### src/rtl/bm_ll_req_arb_pkg.sv
// Shared widths and defaults for the linked-list buffer-request arbiter.
// Holds the pointer width, port-id width, burst default and a clog2 helper.
package bm_ll_req_arb_pkg;

  localparam int BUF_PTR_NBITS       = 10;
  localparam int PORT_ID_NBITS       = 2;
  localparam int BM_LL_ARB_MAX_BURST = 4;

  // Ceiling log2 with a floor of 1, so single-entry ranges still get a bit.
  function automatic int clog2_min1(input int n);
    int r;
    r = 0;
    for (int i = 0; i < 31; i++) begin
      if ((1 << i) < n) r = i + 1;
    end
    return (r < 1) ? 1 : r;
  endfunction

endpackage

### src/rtl/bm_ll_tag_fifo.sv
// Tag FIFO that remembers which requester owns each in-flight lookup.
// The head is read combinationally so the popped owner can be routed immediately.
module bm_ll_tag_fifo
  import bm_ll_req_arb_pkg::*;
#(
  parameter int DATA_W = 2,
  parameter int DEPTH  = 8,
  localparam int AW    = clog2_min1(DEPTH),
  localparam int CW    = AW + 1
) (
  input  logic              clk,
  input  logic              srst,
  input  logic              i_push,
  input  logic [DATA_W-1:0] i_push_data,
  input  logic              i_pop,
  output logic [DATA_W-1:0] o_head,
  output logic [CW-1:0]     o_count,
  output logic              o_full,
  output logic              o_empty
);

  logic [DATA_W-1:0] r_mem [DEPTH];
  logic [AW-1:0]     r_wr_ptr;
  logic [AW-1:0]     r_rd_ptr;
  logic [CW-1:0]     r_count;

  always_ff @(posedge clk) begin
    if (i_push) r_mem[r_wr_ptr] <= i_push_data;
  end

  always_ff @(posedge clk) begin
    if (srst) begin
      r_wr_ptr <= '0;
      r_rd_ptr <= '0;
      r_count  <= '0;
    end else begin
      if (i_push) r_wr_ptr <= (r_wr_ptr == AW'(DEPTH - 1)) ? '0 : r_wr_ptr + 1'b1;
      if (i_pop)  r_rd_ptr <= (r_rd_ptr == AW'(DEPTH - 1)) ? '0 : r_rd_ptr + 1'b1;
      case ({i_push, i_pop})
        2'b10:   r_count <= r_count + 1'b1;
        2'b01:   r_count <= r_count - 1'b1;
        default: r_count <= r_count;
      endcase
    end
  end

  assign o_head  = r_mem[r_rd_ptr];
  assign o_count = r_count;
  assign o_full  = (r_count == CW'(DEPTH));
  assign o_empty = (r_count == '0);

endmodule

### src/rtl/bm_ll_req_arb.sv
// Round-robin arbiter sharing the linked-list buffer-request port among requesters,
// with per-port credits, in-order return routing and rc_busy burst throttling.
module bm_ll_req_arb
  import bm_ll_req_arb_pkg::*;
#(
  parameter int NUM_PORTS       = 4,
  parameter int MAX_OUTSTANDING = 2,
  parameter int TAG_DEPTH       = 8,
  parameter int MAX_BURST       = BM_LL_ARB_MAX_BURST
) (
  input  logic                               clk,
  input  logic                               srst,
  input  logic [NUM_PORTS-1:0]               port_req_valid,
  input  logic [NUM_PORTS*BUF_PTR_NBITS-1:0] port_req_ptr,
  output logic [NUM_PORTS-1:0]               port_req_ready,
  output logic [NUM_PORTS-1:0]               port_ack_valid,
  output logic [BUF_PTR_NBITS-1:0]           port_ack_ptr,
  output logic                               packet_buf_req,
  output logic [BUF_PTR_NBITS-1:0]           packet_buf_req_ptr,
  input  logic                               packet_ack_buf_valid,
  input  logic [BUF_PTR_NBITS-1:0]           packet_ack_buf_ptr,
  input  logic                               rc_busy,
  output logic                               ack_err
);

  localparam int PID_W     = clog2_min1(NUM_PORTS);
  localparam int CNT_W     = clog2_min1(MAX_OUTSTANDING + 1);
  localparam int BURST_W   = clog2_min1(MAX_BURST + 1);
  localparam int TAG_CNT_W = clog2_min1(TAG_DEPTH) + 1;

  logic [PID_W-1:0]         r_rr_ptr;
  logic [CNT_W-1:0]         r_out_cnt [NUM_PORTS];
  logic [BURST_W-1:0]       r_burst_cnt;
  logic                     r_req;
  logic [BUF_PTR_NBITS-1:0] r_req_ptr;
  logic [NUM_PORTS-1:0]     r_ack_valid;
  logic [BUF_PTR_NBITS-1:0] r_ack_ptr;
  logic                     r_ack_err;

  logic [NUM_PORTS-1:0]     w_elig;
  logic [NUM_PORTS-1:0]     w_grant;
  logic [PID_W-1:0]         w_grant_id;
  logic [BUF_PTR_NBITS-1:0] w_sel_ptr;
  logic                     w_found;
  logic                     w_throttle;
  logic                     w_pop;
  logic [PID_W-1:0]         w_fifo_head;
  logic [TAG_CNT_W-1:0]     w_fifo_count;
  logic                     w_fifo_full;
  logic                     w_fifo_empty;
  logic [NUM_PORTS-1:0]     w_ack_onehot;
  logic [NUM_PORTS-1:0]     w_cnt_dec;
  logic [CNT_W-1:0]         w_out_cnt_next [NUM_PORTS];

  assign w_throttle = rc_busy & (r_burst_cnt == BURST_W'(MAX_BURST));
  assign w_pop      = packet_ack_buf_valid & ~w_fifo_empty;

  for (genvar gi = 0; gi < NUM_PORTS; gi++) begin : g_port
    // Fullness is judged before this cycle's pop, so a returning slot is not reused yet.
    assign w_elig[gi] = port_req_valid[gi] & (r_out_cnt[gi] < CNT_W'(MAX_OUTSTANDING)) &
                        ~w_fifo_full & ~w_throttle & ~srst;
    assign w_ack_onehot[gi] = w_pop & (w_fifo_head == PID_W'(gi));
    assign w_cnt_dec[gi]    = r_ack_valid[gi] & (r_out_cnt[gi] != '0);
    assign w_out_cnt_next[gi] =
      ( w_grant[gi] & ~w_cnt_dec[gi]) ? r_out_cnt[gi] + 1'b1 :
      (~w_grant[gi] &  w_cnt_dec[gi]) ? r_out_cnt[gi] - 1'b1 : r_out_cnt[gi];
  end

  always_comb begin
    int idx;
    idx        = 0;
    w_grant    = '0;
    w_grant_id = '0;
    w_sel_ptr  = '0;
    w_found    = 1'b0;
    for (int k = 0; k < NUM_PORTS; k++) begin
      idx = int'(r_rr_ptr) + k;
      if (idx >= NUM_PORTS) idx = idx - NUM_PORTS;
      if (!w_found && w_elig[idx]) begin
        w_found      = 1'b1;
        w_grant[idx] = 1'b1;
        w_grant_id   = PID_W'(idx);
        w_sel_ptr    = port_req_ptr[idx*BUF_PTR_NBITS +: BUF_PTR_NBITS];
      end
    end
  end

  bm_ll_tag_fifo #(
    .DATA_W (PID_W),
    .DEPTH  (TAG_DEPTH)
  ) u_tag_fifo (
    .clk         (clk),
    .srst        (srst),
    .i_push      (w_found),
    .i_push_data (w_grant_id),
    .i_pop       (w_pop),
    .o_head      (w_fifo_head),
    .o_count     (w_fifo_count),
    .o_full      (w_fifo_full),
    .o_empty     (w_fifo_empty)
  );

  always_ff @(posedge clk) begin
    if (srst) begin
      r_rr_ptr    <= '0;
      r_burst_cnt <= '0;
      r_req       <= 1'b0;
      r_req_ptr   <= '0;
      r_ack_valid <= '0;
      r_ack_ptr   <= '0;
      r_ack_err   <= 1'b0;
      for (int i = 0; i < NUM_PORTS; i++) r_out_cnt[i] <= '0;
    end else begin
      if (w_found)
        r_rr_ptr <= (w_grant_id == PID_W'(NUM_PORTS - 1)) ? '0 : w_grant_id + 1'b1;
      // Counts the run of issue cycles including the one being registered now,
      // which makes the forced gap land right after MAX_BURST issues.
      if (w_found)
        r_burst_cnt <= (r_burst_cnt == BURST_W'(MAX_BURST)) ? r_burst_cnt : r_burst_cnt + 1'b1;
      else
        r_burst_cnt <= '0;
      r_req       <= w_found;
      r_req_ptr   <= w_found ? w_sel_ptr : '0;
      r_ack_valid <= w_ack_onehot;
      r_ack_ptr   <= w_pop ? packet_ack_buf_ptr : '0;
      if (packet_ack_buf_valid & w_fifo_empty) r_ack_err <= 1'b1;
      r_out_cnt   <= w_out_cnt_next;
    end
  end

  assign port_req_ready     = w_grant;
  assign packet_buf_req     = r_req;
  assign packet_buf_req_ptr = r_req_ptr;
  assign port_ack_valid     = r_ack_valid;
  assign port_ack_ptr       = r_ack_ptr;
  assign ack_err            = r_ack_err;

endmodule

### config.mk
export PLATFORM = sky130hd
export DESIGN_NAME = bm_ll_req_arb
export DESIGN_NICKNAME = d
export VERILOG_FILES = /design/src/rtl/bm_ll_req_arb_pkg.sv /design/src/rtl/bm_ll_tag_fifo.sv /design/src/rtl/bm_ll_req_arb.sv
export SDC_FILE = /design/constraint.sdc
export NUM_CORES = 1
export LEC_CHECK = 0
export ABC_AREA = 1
export CORE_MARGIN = 1.5
export CORE_UTILIZATION = 45
export CTS_CLUSTER_DIAMETER = 60
export DETAILED_ROUTE_END_ITERATION = 10
export GPL_TIMING_DRIVEN = 0
export PLACE_DENSITY = 0.76
export SYNTH_ARGS = -nofsm -noshare
export SYNTH_HDL_FRONTEND = slang
export SYNTH_HIERARCHICAL = 1
export SYNTH_SLANG_ARGS = --single-unit
### constraint.sdc
create_clock -name clk -period 5 [get_ports clk]
set_clock_uncertainty 0.15 [all_clocks]
set_input_delay 1 -clock clk [delete_from_list [all_inputs] [get_ports clk]]
set_output_delay 1 -clock clk [all_outputs]
set_load 0.01 [all_outputs]
* Word level (Yosys, flattened, before mapping) *
Memory sizes are Yosys's and may differ from the RTL's. A register that Yosys moved wholly into a read port is not among the register bits.
Index checks and enable logic that the tools add are counted.

storage, ports and cells
  bits in writable memories = 16
  word-level logic and storage cells = 201
  memories kept = 1
  bits of input ports = 58
  output and inout port bits = 30
  bits in read-only memories = 0
  register bits after elaboration = 49
  latch bits = 0

operators by class
  mux-type cells = 56
  multiply operators = 4
  divide/modulo/power cells = 0
  $lt $le $gt $ge = 16
  $add $sub $neg = 21
  shifts and indexed selects = 4
  equal/unequal tests = 10
  bitwise gates (word level) = 52
  reduce and logical (&&, ||, !) cells = 23

memories
  name              depth  width  read ports  clocked after Yosys merged registers in  write ports  RTL line              text
  u_tag_fifo.r_mem  8      2      1           1                                        1            bm_ll_tag_fifo.sv:22  logic [DATA_W-1:0] r_mem [DEPTH];

operators with widths
  cell                                                                     count
  40-bit by 32-bit variable part select with 10-bit output                 4
  32-bit by 1-bit >= comparator with 1-bit output (second input constant)  4
  32-bit by 4-bit < comparator with 1-bit output (second input constant)   4
  32-bit by 4-bit multiplier with 31-bit output (second input constant)    4
  32-bit two-way mux                                                       4
  10-bit two-way mux                                                       4
  1-bit bitwise AND                                                        35
  2-bit two-way mux                                                        13
  1-bit two-way mux                                                        18
  2-bit nonzero test                                                       9
  4-bit two-way mux                                                        4
  1-bit NOT                                                                14
  3-bit two-way mux                                                        4
  4-bit OR                                                                 3
  3-bit by 3-bit subtractor with 4-bit output (second input constant)      3
  2-bit by 1-bit adder with 2-bit output (second input constant)           5
  3-bit by 1-bit adder with 3-bit output (second input constant)           3
  3-bit equality test (second input constant)                              3
  3-bit >= comparator (second input constant)                              3
  1-bit binary-select mux with 2-bit select                                4
  1-bit demux with 2-bit select                                            4
  2-bit equality test (second input constant)                              4
  2-bit < comparator (second input constant)                               4
  4-bit case mux with 2 select lines                                       1
  14 further kinds                                                         28

* Logic depth before layout (Yosys ltp) *
Gate-level depths: netlist of run 1.

  depth after elaboration = 22
  gate-level depth with buffers = 24

* Cells and area by module *
The synthesis of run 1 kept the hierarchy.

modules (own cells, without submodules)
  module          times used  cells an instance  area an instance (um^2)
  bm_ll_req_arb   1           861                5048.6
  bm_ll_tag_fifo  1           137                1297.5

* Worst setup path before layout of run 1 *
No wires, ideal clock.

  kind = register -> output
  start point = register r_rr_ptr[1]
  end point = output port_req_ready[3]
  path slack = 1257 ps
  data arrival time = 2593 ps
  cell stages (with the launch flop) = 16
  data required time = 3850 ps
  path through = dfxtp_1 inv_2 clkbuf_1 buf_2 ha_1 buf_2 inv_2 buf_4 nand3_1 o21ai_4 nor2_2 nand2_2 inv_2 buf_4 a21oi_2 o21ai_0

between the ends
  word-level cells in the longest chain between the ends = 15
  elaborated cells on any way between the ends = 63
  classes of those cells = 7 x add/sub; 12 x order compare; 31 x mux; 3 x bitwise; 10 x reduce/logical

ends and longest elaborated chain
  what                                                                                      RTL line              text
  from (decl)                                                                               bm_ll_req_arb.sv:31   logic [PID_W-1:0] r_rr_ptr;
  from (signal assigned)                                                                    bm_ll_req_arb.sv:115  r_rr_ptr <= (w_grant_id == PID_W'(NUM_PORTS - 1)) ? '0 : w_grant_id + 1'b1;
  branches (longest 14 deep; another with 32-bit by 1-bit >= comparator with 1-bit output)  -
  4-bit two-way mux (*)                                                                     bm_ll_req_arb.sv:79   if (!w_found && w_elig[idx]) begin
  to (decl)                                                                                 bm_ll_req_arb.sv:15   output logic [NUM_PORTS-1:0] port_req_ready,

Every way passes the cells marked *. The select of a mux whose other input is x is not followed.

* Final worst setup path of run 1 *
  start point = register r_rr_ptr[0]
  end point = output port_req_ready[3]

The elaborated chain is that of the path after synthesis.

==> run summary, run 1 <==
Crit path launch type: flip-flop
Clock latency on the worst-skew pair: 330 ps
Worst setup path start: r_rr_ptr[0]
Clock Pin Slew Worst Setup and Hold Paths: 60 ps
Num CTS Buffers: 9
Detail Placement HPWL: 20600 um
Net count after synthesis: 1084
First-pass GRT wire length: 38200 um
Root Buffer: clkbuf_16
Max rail drop VDD: 0.356 mV
Port Buf Inserts: 87
Endpoint class of the critical path: output port
Nets: 1182
Mean Syn Cell Area: 6.36 sq um
Number of routed nets with antenna violations: 0
Core Area: 13800 sq um
Share of cells above drive strength 1: 9.08%
Outcome: completed
Mapped Area: 6350 sq um
Pins Over Slew Limit: 0
Die Ht: 122 um
Tmin final: 4830 ps
GRT Total Usage: 34.1%
Clock Power Share: 11.1%
Multi-input gate area: 4050 sq um
Pin count of the biggest net entering global routing: 16
DIE WIDTH: 122 um
H-tree levels: 3
Max-cap violations: 0
Critical Path RT: 3850 ps
Final worst path period share: 96.6%
Clock Path Buffers: 2
Final TNS setup: 0 ps
Distinct cells, synth: 61
Grt ovf: 0
RR Endpoint: packet_buf_req_ptr[8]
Hold-critical path depth: 2
Drt drc: 0
Initial antenna violation count: 0
Fillcell total: 1375
Synth async-reset ratio: 0%
Combinational power share: 73.7%
Sequential share of power: 15.2%
Post-synthesis sequential area ratio: 24.0%
NetSw: 3.29 mW
Worst-Margin Slew: 873 ps
Vias in the first global route: 6864
R2R Setup Slk: 730 ps
Pwr Total: 5.99 mW
Initial cell density of the core: 45.9%
Unrepaired setup endpoints after global routing: no
Post-synth EDFFs: 16
Max frequency: 207 MHz
DRT Pass-1 Iters: 6
FP Rows: 43
Synth Warn #: 6
Worst hold path endpoint: ack_err
Leak pwr: 3.54 nW
Worst EP arrival: 3680 ps
Min-delay src: ack_err
Clk sinks: 68
Reg2Reg Depth: 19
Routed WL per cell: 19.8 um
Setup CP Type: flip-flop to output port
Internal Power: 2.70 mW
FF-to-FF Start: r_rr_ptr[0]
Yosys reg bits: 68
Die area: 14800 sq um
Number of diodes: 0
Storage element area: 1530 sq um
PwrDens: 771 nW/um^2
Layout area overhead: 22.6%
CTS tree: yes
Fin. Hold Viols: 0
Mapped Cells: 998
Hold WC Path Type: flip-flop to flip-flop
Final Wtd Congestion: 1.07
Crit Path Max Fanout: 15
Ports: 88
Main synth FF type: dfxtp_1
Endpoints failing setup: 0
Final WL: 25400 um
Via density per instance: 5.91
Sw frac: 54.9%
Via Count: 7576
Slew margin rel.: 41.3%
First DRT Iteration DRCs: 970
-- power by group through the flow --
stage	sequential [mW]	combinational (mW)	clock, mW
2_1_floorplan	0.924	2.90	0
3_3_place_gp	0.914	4.28	0
3_5_place_dp	0.920	4.25	0
4_1_cts	0.913	4.28	0.674
5_1_grt	0.931	4.77	0.696
6_report	0.912	4.42	0.666
-- worst max-delay path by stage --
stage,end,slack (ps),cells past startpoint
3_5_place_dp,port_req_ready[3],-30,16
3_3_place_gp,port_req_ready[3],20,16
2_1_floorplan,port_req_ready[3],1260,15
6_report,port_req_ready[3],170,18
4_1_cts,port_req_ready[0],30,15
5_1_grt,port_req_ready[3],40,18
-- synth_stat cells, types with 12 or more instances --
cell / count / area (sq um)
o21ai_1: 34 / 170
nor2_1: 73 / 274
dfxtp_1: 52 / 1040
nand3_1: 75 / 375
a21oi_1: 55 / 275
o21ai_0: 91 / 455
buf_2: 12 / 60.1
nand2_1: 250 / 938
ha_1: 27 / 338
o22ai_1: 29 / 181
inv_1: 119 / 447
edfxtp_1: 16 / 480
-- what timing repair did --
| action | 4_1_cts | 5_1_grt |
|---|---|---|
| hold buffers | 0 | 0 |
| buffers inserted | 0 | 0 |
| setup endpoints to repair | 4 | 4 |
| cloned | 0 | 0 |
| resized for setup | 7 | 4 |
-- critical path, cell delays in order (launching register included) --
cell and delay, ps:
dfxtp_2 410, buf_4 230, inv_6 60, buf_6 140
buf_6 140, buf_6 170, ha_1 310, buf_4 190
inv_2 80, buf_4 200, nand3_1 170, o21ai_4 150
nor2_2 70, nand2_2 150, inv_2 50, buf_4 180
a21oi_2 150, o21ai_0 150, dlygate4sd2_1 320
-- per-layer routing --
metal	GRT usage (%)	vias to the layer above	wire length (um)
met5	0	-	0
met4	10.9	0	797
met3	8.57	73	2500
met2	50.1	424	10700
met1	48.5	3492	11300
li1	-	3587	-
-- layout make-up --
cell class / instances / area share (%)
multi-input combinational: 761 / 52.1
sequential: 68 / 19.6
timing repair buffer: 87 / 11.3
inverter: 131 / 6.55
buffer: 38 / 3.44
clock buffer: 10 / 2.94
tap: 180 / 2.89
clock inverter: 6 / 1.14
-- layout by cell type (no fill, tap or decap), types with 4 or more instances in the layout --
cell	count
o221ai_1	8
o22ai_1	29
o21ai_1	34
nand3_2	5
a21oi_1	55
nor2_1	73
buf_6	8
buf_4	9
o21ai_0	91
nand2_2	10
nor3_1	10
a22oi_1	4
clkbuf_16	9
or2_2	6
clkdlybuf4s50_1	82
edfxtp_1	16
buf_2	10
inv_2	8
dlymetal6s2s_1	4
nor2_2	7
nand4_1	11
dfxtp_1	50
clkbuf_1	8
inv_1	119
nand2_1	250
o21a_1	5
o211ai_1	11
nand3_1	75
o2111ai_1	11
ha_1	27
-- cells by family (layout without fill, tap and decap cells) --
family	Yosys count	count (layout)	share of synthesized area [%]
xor gates and xnor gates	5	5	0.809
DFF	68	68	24.0
AOI/OAI and AO/OA	262	262	24.0
and+or+nand+nor	464	464	33.1
muxes	2	2	0.315
adders and majority gates	28	28	5.64
buffers and inverters	169	272	12.1
-- state kept, by name (all words and copies together), names as in the netlist, named ones only --
signal,count
port_ack_ptr,10
u_tag_fifo/r_mem,16
packet_buf_req,1
u_tag_fifo/r_rd_ptr,3
port_ack_valid,4
u_tag_fifo/r_wr_ptr,3
r_out_cnt,8
u_tag_fifo/o_count,4
r_rr_ptr,2
packet_buf_req_ptr,10
ack_err,1
r_burst_cnt,3
-- through the flow --
stage / util [%] / area (sq um) / instances / worst slack, ps / hold WS [ps]
floorplan: - / 6350 / 998 / 1260 / 299
global placement: 53.8 / 7440 / 1265 / 15.7 / 301
detailed placement: 53.8 / 7440 / 1265 / -27.3 / 305
CTS: 56.2 / 7770 / 1281 / 26.9 / 317
global route: 56.3 / 7780 / 1281 / 35.5 / 352
finish: 56.3 / 7780 / 1281 / 172 / 313
Power figures use the tool's default switching activity.
==> run 2: changes to the inputs <==
--- a/config.mk
+++ b/config.mk
@@ -6,7 +6,7 @@
 export NUM_CORES = 1
 export LEC_CHECK = 0
 export ABC_AREA = 1
-export CORE_MARGIN = 1.5
+export CORE_MARGIN = 5
 export CORE_UTILIZATION = 45
 export CTS_CLUSTER_DIAMETER = 60
 export DETAILED_ROUTE_END_ITERATION = 10
==> run summary, run 2 (same netlist as run 1, synthesis figures left out) <==
Outcome: completed
Clock Pin Slew Worst Setup and Hold Paths: 60 ps (about the same)
Fin. Hold Viols: 0 (unchanged)
First-pass GRT wire length: 38600 um (+1.2%)
Clock Path Buffers: 2 (unchanged)
Design area: 7760 sq um (-0.19%)
Share of cells above drive strength 1: 9.26% (+0.18 points)
Num CTS Buffers: 9 (unchanged)
Pins Over Slew Limit: 0 (unchanged)
Storage element area: 1520 sq um (-0.16%)
Detail Placement HPWL: 20600 um (-0.12%)
Max rail drop VDD: 0.366 mV (+2.7%)
GRT Total Usage: 30.1% (-3.9 points)
Hold_ws: 317 ps (+3.87 ps)
Layout area overhead: 22.4%
Max reg flops: 16 (unchanged)
Crit path launch type: flip-flop
DRT Pass-1 Iters: 6 (unchanged)
Tmin final: 4880 ps (+52.9 ps)
Routed WL per cell: 20.0 um (+1.1%)
Critical Path RT: 3850 ps (about the same)
Post-DP Area: 7440 sq um (unchanged)
Worst-Margin Slew: 874 ps (+1.06 ps)
Hold WC Path Type: flip-flop to flip-flop
Root Buffer: clkbuf_16
Final WL: 25700 um (+1.1%)
Max frequency: 205 MHz (-1.1%)
Grt ovf: 0 (unchanged)
Via density per instance: 6.01 (+1.6%)
Slew margin rel.: 41.1% (-0.15 points)
Finished Core Util: 55.9% (-0.33 points)
Port Buf Inserts: 87 (unchanged)
Nets: 1182 (unchanged)
Multi-input gate area: 4050 sq um (unchanged)
Endpoint class of the critical path: output port
Max-cap violations: 0 (unchanged)
Ports: 88 (unchanged)
Setup CP Type: flip-flop to output port
Clk sinks: 68 (unchanged)
Number of diodes: 0 (unchanged)
Unrepaired setup endpoints after global routing: no
Die area: 16600 sq um (+12%)
Initial cell density of the core: 45.7% (-0.18 points)
Final TNS setup: 0 ps (unchanged)
Fillcell total: 1399 (+1.7%)
Initial antenna violation count: 0 (unchanged)
Vias in the first global route: 6913 (+0.71%)
Number of routed nets with antenna violations: 0 (unchanged)
First DRT Iteration DRCs: 1033 (+6.5%)
H-tree levels: 3 (unchanged)
Die Ht: 129 um (+5.7%)
Via Count: 7699 (+1.6%)
PwrDens: 773 nW/um^2 (+0.33%)
Worst EP arrival: 3730 ps (+50 ps)
Core Area: 13900 sq um (+0.39%)
DIE WIDTH: 129 um (+5.7%)
Drt drc: 0 (unchanged)
Pin count of the biggest net entering global routing: 16 (unchanged)
Crit Path Max Fanout: 15 (unchanged)
Biggest register: u_tag_fifo/r_mem
Clock latency on the worst-skew pair: 330 ps (about the same)
Most frequent cells in the layout: nand2_1 (250), inv_1 (119), o21ai_0 (90)
Leak pwr: 3.52 nW (-0.61%)
Final Wtd Congestion: 1.07 (-0.75%)
Endpoints failing setup: 0 (unchanged)
CTS tree: yes
Most common cell after layout, fill and taps aside: nand2_1
Final worst path period share: 97.6% (+1.1 points)
FP Rows: 43 (unchanged)
run 2: critical path: stages, from the launching register on:
cell and delay (ps):
dfxtp_2 420, buf_4 230, inv_6 60, buf_6 150, buf_6 150, buf_6 170
ha_1 280, buf_2 230, inv_2 80, buf_4 190, nand3_1 150, o21ai_4 110
nor2_2 130, nand2_2 120, o221ai_1 320, clkdlybuf4s50_1 600
run 2: worst paths after layout:
check | from | end | slack [ps] | cells past startpoint
max reg2reg | r_rr_ptr[0] | packet_buf_req_ptr[6] | 730 | 18
min | ack_err | ack_err | 320 | 2
min reg2reg | ack_err | ack_err | 320 | 2
max | r_rr_ptr[0] | port_req_ready[1] | 120 | 15
run 2: routing by layer:
metal	up-vias	global-route usage, %	share of wire [%]
met5	-	0	0
met4	0	9.26	3.1
met3	81	6.10	11
met2	494	45.2	43
met1	3539	43.5	43
li1	3585	-	-
run 2: final cells by class:
type                       instances  area share, %
multi-input combinational        761           52.2
clock inverter                     7           1.06
buffer                            38           3.42
timing repair buffer              87           11.3
tap                              180           2.90
sequential                        68           19.6
inverter                         131           6.59
clock buffer                       9           2.90
run 2: per-stage QoR:
stage / instances / power, mW / setup WS [ps]
global placement: 1265 / 5.18 / 98.1
finish: 1281 / 6.00 / 119
detailed placement: 1265 / 5.17 / 72.4
global route: 1281 / 6.39 / 7.52
floorplan: 998 / 3.83 / 1260
CTS: 1281 / 5.84 / 18.6
run 2: timing repair:
item | CTS | global route
setup endpoints to repair | 4 | 3
setup buffers | 0 | 0
hold buffers | 0 | 0
pin swaps | 0 | 0
resized for setup | 5 | 5
run 2: power by group:
part / total, mW / switching [mW] / internal (mW)
logic: 4.44 / 2.98 / 1.46
clock network: 0.646 / 0.252 / 0.394
registers: 0.913 / 0.105 / 0.808
total: 6.00 / 3.34 / 2.66
